File: config.mk
export PLATFORM = sky130hd
export DESIGN_NAME = mult_seq_n
export DESIGN_NICKNAME = d
export VERILOG_FILES = /design/src/rtl/mult_seq_n.sv
export SDC_FILE = /design/constraint.sdc
export NUM_CORES = 1
export LEC_CHECK = 0
export CAP_MARGIN = 20
export CORE_MARGIN = 4
export CORE_UTILIZATION = 55
export CTS_BUF_LIST = sky130_fd_sc_hd__clkbuf_4 sky130_fd_sc_hd__clkbuf_8 sky130_fd_sc_hd__clkbuf_16
export CTS_CLUSTER_DIAMETER = 40
export DETAILED_ROUTE_END_ITERATION = 16
export PLACE_DENSITY_LB_ADDON = 0.05
export SLEW_MARGIN = 25
export SYNTH_ARGS = -nofsm -noshare
export SYNTH_HDL_FRONTEND = slang
export SYNTH_SLANG_ARGS = --single-unit
export TNS_END_PERCENT = 20
File: constraint.sdc
create_clock -name clk -period 3.9 [get_ports clk]
set_input_delay 0.585 -clock clk [delete_from_list [all_inputs] [get_ports clk]]
set_output_delay 0.585 -clock clk [all_outputs]
set_load 0.03 [all_outputs]
File: src/rtl/mult_seq_n.sv
// mult_seq_n: iterative shift-add multiplier, WIDTH x WIDTH -> {hi,lo}, signed or unsigned.
// Signed operands are reduced to magnitudes, and the sign is applied to the product in the FIX state.
module mult_seq_n #(
    parameter int WIDTH = 32
) (
    input  logic             clk,
    input  logic             rst_n,
    input  logic             start,
    input  logic             is_signed,
    input  logic [WIDTH-1:0] a,
    input  logic [WIDTH-1:0] b,
    output logic             busy,
    output logic             done,
    output logic [WIDTH-1:0] hi,
    output logic [WIDTH-1:0] lo
);
    localparam logic [1:0] IDLE = 2'd0;
    localparam logic [1:0] RUN  = 2'd1;
    localparam logic [1:0] FIX  = 2'd2;
    localparam int CW = $clog2(WIDTH + 1);

    logic [1:0]         state;
    logic [CW-1:0]      cnt;
    logic [WIDTH-1:0]   mcnd, acc, mplr;
    logic               neg;
    logic [WIDTH:0]     sum;
    logic [2*WIDTH-1:0] prod;

    // The multiplier register doubles as the low half of the accumulator.
    always_comb begin
        sum  = {1'b0, acc} + (mplr[0] ? {1'b0, mcnd} : '0);
        prod = {acc, mplr};
        busy = state != IDLE;
    end

    always_ff @(posedge clk or negedge rst_n) begin
        if (!rst_n) begin
            state <= IDLE;
            cnt   <= '0;
            mcnd  <= '0;
            acc   <= '0;
            mplr  <= '0;
            neg   <= 1'b0;
            done  <= 1'b0;
            hi    <= '0;
            lo    <= '0;
        end else begin
            done <= 1'b0;
            case (state)
                IDLE: if (start) begin
                    mcnd  <= (is_signed && a[WIDTH-1]) ? -a : a;
                    mplr  <= (is_signed && b[WIDTH-1]) ? -b : b;
                    acc   <= '0;
                    neg   <= is_signed & (a[WIDTH-1] ^ b[WIDTH-1]);
                    cnt   <= CW'(WIDTH - 1);
                    state <= RUN;
                end
                RUN: begin
                    acc  <= sum[WIDTH:1];
                    mplr <= {sum[0], mplr[WIDTH-1:1]};
                    cnt  <= cnt - 1'b1;
                    if (cnt == '0) state <= FIX;
                end
                FIX: begin
                    {hi, lo} <= neg ? -prod : prod;
                    done     <= 1'b1;
                    state    <= IDLE;
                end
                default: state <= IDLE;
            endcase
        end
    end
endmodule

After elaboration in Yosys (flattened, before gate mapping)
Cells that the tools add are included.
Widths: inputs -> output; s select.
- register bits after elaboration: 170
- word-level logic and storage cells: 43
- add/sub/neg operators: 5
- equal/unequal tests: 4
- muxes and demuxes: 14
- bitwise operators: 2
- reduce and logical (&&, ||, !) cells: 9
- operators by type and width (kind ; number):
    $mux 32 ; 5
    $pmux 32 s2 ; 2
    $mux 64 ; 1
    $neg 32->32 ; 2
    $neg 64->64 ; 1
    $add 32x32->33 ; 1
    $pmux 6 s2 ; 1
    $logic_not 6->1 ; 1
    $mux 6 ; 1
    $reduce_and 2->1 ; 3
    $sub 6x1->6 const B ; 1
    $mux 2 ; 2
    $ne 2x2->1 const B ; 2
    $pmux 2 s2 ; 1
    $reduce_bool 2->1 ; 2
    $eq 2x1->1 const B ; 1
    $eq 2x2->1 const B ; 1
    $logic_and 1x1->1 ; 2
    $logic_not 2->1 ; 1
    $and 1x1->1 ; 1
    $mux 1 ; 1
    $xor 1x1->1 ; 1

Longest topological paths before layout
Gate-level depths: netlist of run 1.
- depth in word-level cells: 4
- gate-level depth with buffers: 13

Worst setup path before layout of run 1
No wires, ideal clock.
- path type: register to register
- from: register mplr[0]
- to: register acc[29]
- setup time: 133 ps
- arrival: 2768 ps
- setup slack: 999 ps
- cell stages (with the launch flop): 14
- cell sequence: dfrtp_1 -> clkbuf_1 -> and2_1 -> ha_1 -> inv_1 -> fa_1 -> nor2b_1 -> o2111ai_1 -> o211ai_1 -> a31oi_1 -> or4_1 -> o21ai_0 -> xnor2_1 -> o21ai_0
- cells in the longest elaborated chain, start to end: 3
- RTL lines (item ; line ; RTL):
    start, declared ; 24 ; logic [WIDTH-1:0] mcnd, acc, mplr;
    start signal, assigned ; 52 ; mplr <= (is_signed && b[WIDTH-1]) ? -b : b;
    start signal, assigned ; 60 ; mplr <= {sum[0], mplr[WIDTH-1:1]};
    $mux 32 ; 31 ; sum = {1'b0, acc} + (mplr[0] ? {1'b0, mcnd} : '0);
    $add 32x32->33 ; 31 ;
    $pmux 32 s2 ; 49 ; case (state)
    end signal, assigned ; 59 ; acc <= sum[WIDTH:1];
    end, declared ; 24 ;
Every way passes these cells.
A chain may end at the register's enable or synchronous reset.

Worst setup path in the final report of run 1
- from: register mplr[0]
- to: register acc[18]
The elaborated chain is that of the path after synthesis.

==> out/qor.yml, run 1 <==
status:
  status: "completed"
timing:
  relSlewSlack_pct: 35.3
  max_freq_mhz: 316
  fin_setup_tns_ps: 0
  tightestPinTransition_ps: 970
  holdWs_ps: 227
  min_period_ps: 3160
  setup_viol_count_final: 0
  min_period_over_period_pct: 81.1
  report.final.slew_viol_count: 0
  rsz0062_at_grt: "no"
  finalHoldViolCount: 0
  finClkSkew_ps: 13.3
yosys:
  ys_seq_elements: 170
  synth_area_um2: 11000
  yosysSeqAreaShare_pct: 38.6
  synth.area.top_cells: "dfrtp_1 (39%), o21ai_0 (9.0%), xor2_1 (7.8%)"
  syn_nets: 1388
  ys.flop_type: "dfrtp_1"
  synth-edff-count: 0
  yosysWarnings: 0
  yosys.area.top_type: "dfrtp_1"
  syn_avg_cell_area_um2: 8.59
  yosysTopAreaCellShare_pct: 38.6
  yosysUniqueCellTypes: 69
  async_reset_ff_share_pct: 100
  synthCells: 1282
clocking:
  cts_tree: "yes"
  postCtsSetupBuffers: 0
  numCtsBuffers: 17
  cts_root_buffer: "clkbuf_16"
  clockBufferDepth: 2
  cts.sinks: 170
  htreeDepth: 4
  path_clk_slew_ps: 70
  cts_resized: 0
  clock_latency_ps: 430
  ctsHoldBuffers: 0
setup_path:
  cp.arrival_ps: 3440
  critPathKind: "register to register"
  crit_path_frequent_cell: "buf_4"
  end_kind: "register"
  crit_family: "compound AO/OA/AOI/OAI gates"
  crit_required_ps: 4180
  crit_buf_inv: 2
  worstSetupStartpointType: "register"
  path_cells: "buf_4, and2_1, ha_1, a21oi_1, nor3_1, a311oi_1, o311ai_0, buf_4, nor2b_1, a41oi_1, xor2_1, o21ai_0"
  slowest_delay_ps: 450
  crit_slowest_cell: "dfrtp_1"
  crit_fanout: 31
  rrSetupSlack_ps: 740
placement:
  numPortBuffers: 133
  dp_cells: 1625
  dpl-instance-area_um2: 12500
  hpwl_um: 20800
  gp_congestion: 0.919
cells_and_area:
  area_delta_synth_final_pct: 18.9
  diodes: 0
  fin_area_um2: 13100
  fin_nets: 1485
  fin_cells: 1656
  fin_util_pct: 66.8
  drive_gt1_share_pct: 5.61
drt:
  wl_per_cell_um: 17.0
  wl_um: 28200
  initialDrtViolationCount: 551
  vias: 9668
  drc: 0
  antenna_left: 0
  firstDrtPassIters: 5
  vias_per_cell: 5.84
global_route:
  grtUsageMet1_pct: 39.1
  grt_max_degree: 106
  grt_first_pass_wirelength_um: 46300
  overflow: 0
  grt.met3_usage_pct: 3.27
  antenna_found_initial: 0
  track_usage_pct: 25.5
  grt_pass1_vias: 9029
  grt.busiest_layer: "met1"
  met2_usage_pct: 38.2
power:
  ir_drop_v: 0.000376
  p_per_area_nw_per_um2: 604
  p_leak_nw: 5.38
die:
  die_w_um: 149
  row_count: 51
  dieHeight_um: 149
  ios: 134
  initial_core_util_pct: 56.2
  dieArea_um2: 22300
  core-area_um2: 19600
run:
  maxCapViolations: 0
min_path:
  min_path_type: "input pin to async pin"
final cells by class:
type | count | area (um2)
Inverter | 25 | 93.8
Multi-Input combinational cell | 1018 | 6390
Fill cell | 1689 | 6500
Timing Repair Buffer | 147 | 1440
Clock inverter | 13 | 146
Sequential cell | 170 | 4260
Clock buffer | 18 | 433
Tap cell | 265 | 332
metal layers:
metal	vias to the layer above	part of all wire, %
li1	4775	-
met1	4570	49
met2	289	44
met3	34	5.6
met4	0	1.7
met5	-	0
worst register-to-register path: stages, from the launching register on:
cell and delay (ps):
dfrtp_1 450, buf_4 240, and2_1 160, ha_1 360
a21oi_1 290, nor3_1 80, a311oi_1 320, o311ai_0 220
buf_4 190, nor2b_1 150, a41oi_1 260, xor2_1 200
o21ai_0 100
stage by stage:
step / total power, mW / worst slack, ps
finish: 7.90 / 736
floorplan: 5.21 / 999
CTS: 7.90 / 778
global placement: 6.12 / 623
global route: 8.51 / 457
detailed placement: 6.20 / 572
where the power goes:
part	internal (mW)	total (mW)	switching [mW]
sequential	2.23	2.96	0.725
combinational	1.41	3.27	1.86
clock	0.954	1.68	0.727
layout by cell type, fill, tap and decap left out, types with 6 or more instances in the layout:
cell type,n
a211oi_1,6
a21o_1,14
a21oi_1,62
a22o_1,11
a22oi_1,20
a31oi_1,8
a41oi_1,6
and2_1,37
buf_4,14
clkbuf_16,17
clkdlybuf4s50_1,132
dfrtp_1,169
ha_1,37
inv_1,25
mux2i_1,9
nand2_1,188
nand3_1,24
nand4_1,7
nor2_1,59
nor2b_1,6
nor3_1,25
nor4_1,12
o21ai_0,197
o21ai_1,9
o31ai_1,26
o41ai_1,10
o41ai_2,6
or3_1,15
or4_1,12
xnor2_1,42
xor2_1,98
path summary, 6_finish.rpt:
check	startpoint	to	depth (start not counted)
min in group clk	mcnd[31]$_DFFE_PN0P_	mcnd[31]$_DFFE_PN0P_	2
max	mplr[0]$_DFFE_PN0P_	acc[18]$_DFFE_PN0P_	12
max reg2reg	mplr[0]$_DFFE_PN0P_	acc[18]$_DFFE_PN0P_	12
min reg2reg	mcnd[31]$_DFFE_PN0P_	mcnd[31]$_DFFE_PN0P_	2
min	rst_n	lo[12]$_DFFE_PN0P_	1
max in group asynchronous	rst_n	mcnd[4]$_DFFE_PN0P_	2
sequential cells by signal, indices dropped and copies added (netlist names):
name,cells
hi,32
done,1
mcnd,32
cnt,6
mplr,32
state,2
neg,1
acc,32
lo,32
synthesized netlist by cell type, types with 7 or more instances:
| master | count |
|---|---|
| o21ai_0 | 197 |
| nand2_1 | 189 |
| dfrtp_1 | 170 |
| xor2_1 | 98 |
| a21oi_1 | 62 |
| clkbuf_1 | 61 |
| nor2_1 | 60 |
| xnor2_1 | 42 |
| and2_1 | 37 |
| ha_1 | 37 |
| o31ai_1 | 26 |
| inv_1 | 25 |
| nor3_1 | 25 |
| nand3_1 | 24 |
| a22oi_1 | 20 |
| or3_1 | 15 |
| a21o_1 | 14 |
| nor4_1 | 12 |
| or4_1 | 12 |
| a22o_1 | 11 |
| o41ai_1 | 10 |
| mux2i_1 | 9 |
| o21ai_1 | 9 |
| a31oi_1 | 8 |
| nand4_1 | 7 |
| nor2b_1 | 7 |
cells by family after synthesis:
family / count (synthesis) / share of synthesized area, %
simple gates: 424 / 18.8
mux: 9 / 0.818
compound gates: 407 / 22.6
fa+ha+maj: 38 / 4.39
xor+xnor: 140 / 11.1
flops: 170 / 38.6
buf+inv: 94 / 3.55
Power figures use the tool's default switching activity.
==> inputs of run 2 (changes only) <==
- CORE_UTILIZATION: 55 -> 51
- clock period: 3.9 -> 2.75 ns (I/O delays scaled with it)
==> out/qor.yml, run 2 (synthesis gave the netlist of run 1 again) <==
status:
  status: "finished, violations left"
  violations: "hold timing, setup timing"
setup_path:
  crit_slowest_cell: "dfrtp_2"
  crit_fanout: 4
  slowest_delay_ps: 460
  crit_required_ps: 3040
  cp.arrival_ps: 3060
  rrSetupSlack_ps: -20
  end_kind: "register"
  path_cells: "and2_4, ha_4, inv_1, fa_2, nor2b_4, o2111ai_2, o211ai_1, a31oi_1, buf_4, or4_4, o21ai_2, xnor2_1, o21ai_1"
  critPathKind: "register to register"
  worstSetupStartpointType: "register"
global_route:
  track_usage_pct: 26.3
  grt_pass1_vias: 10100
  antenna_found_initial: 1
  overflow: 0
  grt_max_degree: 106
  grt_first_pass_wirelength_um: 51600
power:
  p_per_area_nw_per_um2: 890
  p_leak_nw: 6.24
  finalPower_mw: 13.1
  ir_drop_v: 0.000536
drt:
  vias_per_cell: 5.69
  firstDrtPassIters: 5
  antenna_left: 0
  wl_per_cell_um: 17.2
  drc: 0
  vias: 10400
  wl_um: 31500
  initialDrtViolationCount: 730
clocking:
  path_clk_slew_ps: 70
  clockBufferDepth: 2
  cts_tree: "yes"
  numCtsBuffers: 17
  clock_latency_ps: 430
  htreeDepth: 4
  cts.sinks: 170
  ctsHoldBuffers: 0
  cts_root_buffer: "clkbuf_16"
die:
  ios: 134
  row_count: 53
  core-area_um2: 21200
  die_w_um: 155
  dieArea_um2: 24000
  dieHeight_um: 155
  initial_core_util_pct: 52.0
timing:
  fin_setup_tns_ps: -44.7
  relSlewSlack_pct: 51.9
  finalHoldViolCount: 7
  report.final.slew_viol_count: 0
  fin_ws_ps: -22.4
  min_period_over_period_pct: 101
  holdWs_ps: -25.2
  rsz0062_at_grt: "yes"
  finClkSkew_ps: 11.2
  tightestPinTransition_ps: 719
  setup_viol_count_final: 3
  max_freq_mhz: 361
  min_period_ps: 2770
placement:
  numPortBuffers: 133
  dpl-instance-area_um2: 13700
  hpwl_um: 23500
  gp_congestion: 0.958
cells_and_area:
  drive_gt1_share_pct: 18.9
  diodes: 0
  area_delta_synth_final_pct: 33.6
  nFillCells: 1717
  fin_area_um2: 14700
  layout_common_cells: "nand2_1 (187), o21ai_0 (180), buf_4 (171)"
  seq_area_um2: 4260
  mostFrequentLayoutCell: "nand2_1"
  multi_input_area_um2: 6680
  fin_nets: 1647
min_path:
  min_path_type: "input pin to async pin"
run:
  maxCapViolations: 0
## run 2: changes by cell type in the layout (fill, tap and decap cells not counted), moves of 5 or more
cell,change
buf_4,+157
o21ai_0,-17
o21ai_1,+13
a21oi_1,-8
a21oi_2,+8
ha_1,-8
ha_4,+5
## run 2: where the power goes
group          switching (mW)  internal [mW]
combinational            3.38           3.17
sequential              0.840           3.16
clock                    1.08           1.47
## run 2: worst paths after layout
check | start | cells past startpoint | end
max | mplr[0]$_DFFE_PN0P_ | 13 | acc[29]$_DFFE_PN0P_
max in group asynchronous | rst_n | 2 | mplr[0]$_DFFE_PN0P_
min | rst_n | 1 | lo[12]$_DFFE_PN0P_
min reg2reg | mcnd[4]$_DFFE_PN0P_ | 2 | mcnd[4]$_DFFE_PN0P_
min in group clk | mcnd[4]$_DFFE_PN0P_ | 2 | mcnd[4]$_DFFE_PN0P_
max reg2reg | mplr[0]$_DFFE_PN0P_ | 13 | acc[29]$_DFFE_PN0P_
## run 2: layer usage
metal,share of wire [%],GRT usage (%),up-vias
li1,-,-,5112
met1,48,38.9,4958
met2,45,40.6,311
met3,5.9,4.34,33
met4,1.3,6.18,0
met5,0,0,-
## run 2: final cells by class
type / instances / share of cell area [%]
Tap cell: 275 / 2.34
Multi-Input combinational cell: 1018 / 45.4
Clock buffer: 18 / 2.94
Sequential cell: 170 / 28.9
Timing Repair Buffer: 309 / 18.4
Inverter: 25 / 0.638
Clock inverter: 14 / 1.26
## run 2: stage by stage
stage,std cells,util (%),worst slack [ps],hold WS (ps)
2_1_floorplan,1282,-,31.0,117
3_3_place_gp,1790,64.9,-203,451
3_5_place_dp,1790,64.9,-251,464
4_1_cts,1826,68.2,-45.4,9.91
5_1_grt,1829,69.5,-144,36.7
6_report,1829,69.5,-22.4,-25.2
## run 2: worst max-delay path: cells and delay by family, from the launching register on
family / cells / cell delay, ps
buffers and inverters: 2 / 210
DFF: 1 / 460
and+or+nand+nor: 3 / 750
xor gates and xnor gates: 1 / 130
adders and majority gates: 2 / 500
AOI/OAI and AO/OA: 5 / 590
## run 2: repair_timing
action                     CTS  global route
gates cloned                 0             1
pin swaps                    7            20
setup endpoints to repair   11            39
buffers inserted             4             3
gates resized for setup     14            62
==> edit (settings of run 2) <==
`WIDTH`: 32 -> 16.
--- a/src/rtl/mult_seq_n.sv
+++ b/src/rtl/mult_seq_n.sv
@@ -2,5 +2,5 @@
 // Signed operands are reduced to magnitudes, and the sign is applied to the product in the FIX state.
 module mult_seq_n #(
-    parameter int WIDTH = 32
+    parameter int WIDTH = 16
 ) (
     input  logic             clk,
Interface: changed (resized a, b, hi and lo); port bits go from 134 to 70. The function was not compared with the original's and may differ.
==> edit against run 2 <==
- the run ends with negative hold slack left
- count of clock-buffer cells in the layout is 7 lower
- cell area down 55%
- non-clock buffer count down 222
- power decreased by 45%
- setup slack better by 0.094 ns
- synthesized cell count decreased by 50%
- wire length down 58%
- synthesized area fell by 50%
- sequential power is 39% lower
- global-route usage fell by 4.8 points
- sequential cell count is 81 lower
- largest cell class unchanged
- largest power group unchanged
==> edit: results (changes against run 2) <==
status: "complete, but fails checks"
violations: "negative hold slack"
routed_via_density: 5.739  # +0.78%
htreeDepth: 3  # -1
dr.pass1.iters: 7  # +2
grtUsageMet2_pct: 32.46  # -8.1 points
max_slew_margin_pct: 48.83  # -3.1 points
antenna_found_initial: 0  # -1
grt_pass1_wl_um: 22470  # -56%
cts_root_buffer: "clkbuf_8"
place_area_mm2: 0.006466  # -53%
drive_gt1_share_pct: 6.031  # -13 points
syn_nets: 698  # -50%
r2r_slack_ns: 0.07  # +0.09 ns
power.leakage_nw: 2.826  # -55%
cp-startpoint: "mplr[6]"
cp_data_arrival_time_ns: 2.92  # -0.14 ns
worstRegToRegCells: 6  # -7
holdWs_ns: -0.006729  # +0.01852 ns
synth_area_leaders: "dfrtp_1, o21ai_0, xor2_1"
ctsResizeCount: 0  # -14
grt_pass1_vias: 4614  # -54%
yosys-top-cells-count: "o21ai_0, dfrtp_1, nand2_1"
clk_latency_ns: 0.37  # -0.06 ns
numPortBuffers: 69  # -48%
yosys.cell_types.count: 49  # -29%
drt_iter0_drc: 330  # -55%
ir_drop_uv: 685.8  # +28%
grt_max_degree: 61  # -42%
synthArstFlopShare_pct: 100.0  # unchanged
wl_per_cell_um: 15.52  # -9.9%
syn_avg_cell_area_um2: 8.676  # +1.0%
cts_inserted_buffers: 9  # -8
nNetsFinal: 766  # -53%
hold_violations: 5  # -2
pre_cts_slack_ns: 0.09125  # +0.3427 ns
wl_um: 13180  # -58%
ys_seq_area_share_pct: 40.11  # +1.5 points
r2r-end: "hi[14]"
gp_congestion: 0.8950  # -6.5%
grtUsageMet3_pct: 2.588  # -1.8 points
place_inst: 832  # -54%
met1_usage_pct: 31.17  # -7.7 points
place_hpwl_um: 10200  # -57%
cts.clk_slew.worst_paths_ns: 0.09  # +0.02 ns
skew_ns: 0.01182  # +0.0006670 ns
track_usage_pct: 21.50  # -4.8 points
==> edit: changes by cell type in the layout (fill, tap and decap cells not counted), sizes merged, moves of 13 or more <==
cell           change
a21oi             -34
and2              -14
nand2            -114
nor3              -13
xor2              -62
xnor2             -16
o21ai            -112
clkdlybuf4s50     -64
ha                -16
dfrtp             -81
inv               -13
buf              -157
nor2              -28
o31ai             -16
==> edit: logic make-up (layout without fill, tap and decap cells) <==
kind of cell	count (synthesis)	after routing	share of synthesized area (%)
AO/OA/AOI/OAI	186	186	20.01
XOR/XNOR	62	62	9.779
adder cells (fa/ha/maj)	22	22	5.092
buffers and inverters	47	120	3.177
flip-flops	89	89	40.11
multiplexers	7	7	1.262
AND/OR/NAND/NOR	227	227	20.57
==> edit: area by class of cell <==
type	instances	area, um2
multi-input cells	504	3152
well taps	136	170.2
clock inverters	5	40.04
flip-flops and latches	89	2227
repair buffers	87	860.8
clock buffers	11	145.1
fillers	945	3804
inverters	17	63.81
==> edit: metal layers <==
layer / up-vias / routed length (um)
li1: 2435 / -
met1: 2265 / 6413
met2: 146 / 5735
met3: 26 / 658
met4: 0 / 371
met5: - / 0
==> edit: where the power goes <==
part | total (mW) | leakage [nW] | internal (mW) | switching, mW
clock | 0.857 | 0.0856 | 0.368 | 0.489
combinational | 3.90 | 1.66 | 1.66 | 2.24
sequential | 2.43 | 1.08 | 1.87 | 0.559
==> edit: how the worst max path moves through the flow <==
| stage | slack (ns) | cells after the start | to |
|---|---|---|---|
| detailed placement | 0.09 | 6 | hi[14] |
| CTS | 0.07 | 6 | hi[14] |
| floorplan | 0.20 | 6 | hi[14] |
| global placement | 0.13 | 6 | hi[14] |
| finish | 0.07 | 6 | hi[14] |
| global route | 0.004 | 6 | hi[14] |
==> edit: worst max-delay path, cell delays in order (launching register included) <==
cell and delay (ns):
dfrtp_1 0.42, or4_4 0.57, or4_4 0.55, or4_4 0.44, o41ai_2 0.32, xor2_1 0.18
o21ai_1 0.07
==> edit: metrics by stage <==
step	util, %	hold slack, ns	total power, mW
global route	63.65	0.02835	7.769
global placement	61.73	0.4133	6.178
floorplan	-	0.1169	4.995
CTS	63.57	0.0007674	7.184
detailed placement	61.80	0.4121	6.323
finish	63.65	-0.006729	7.183
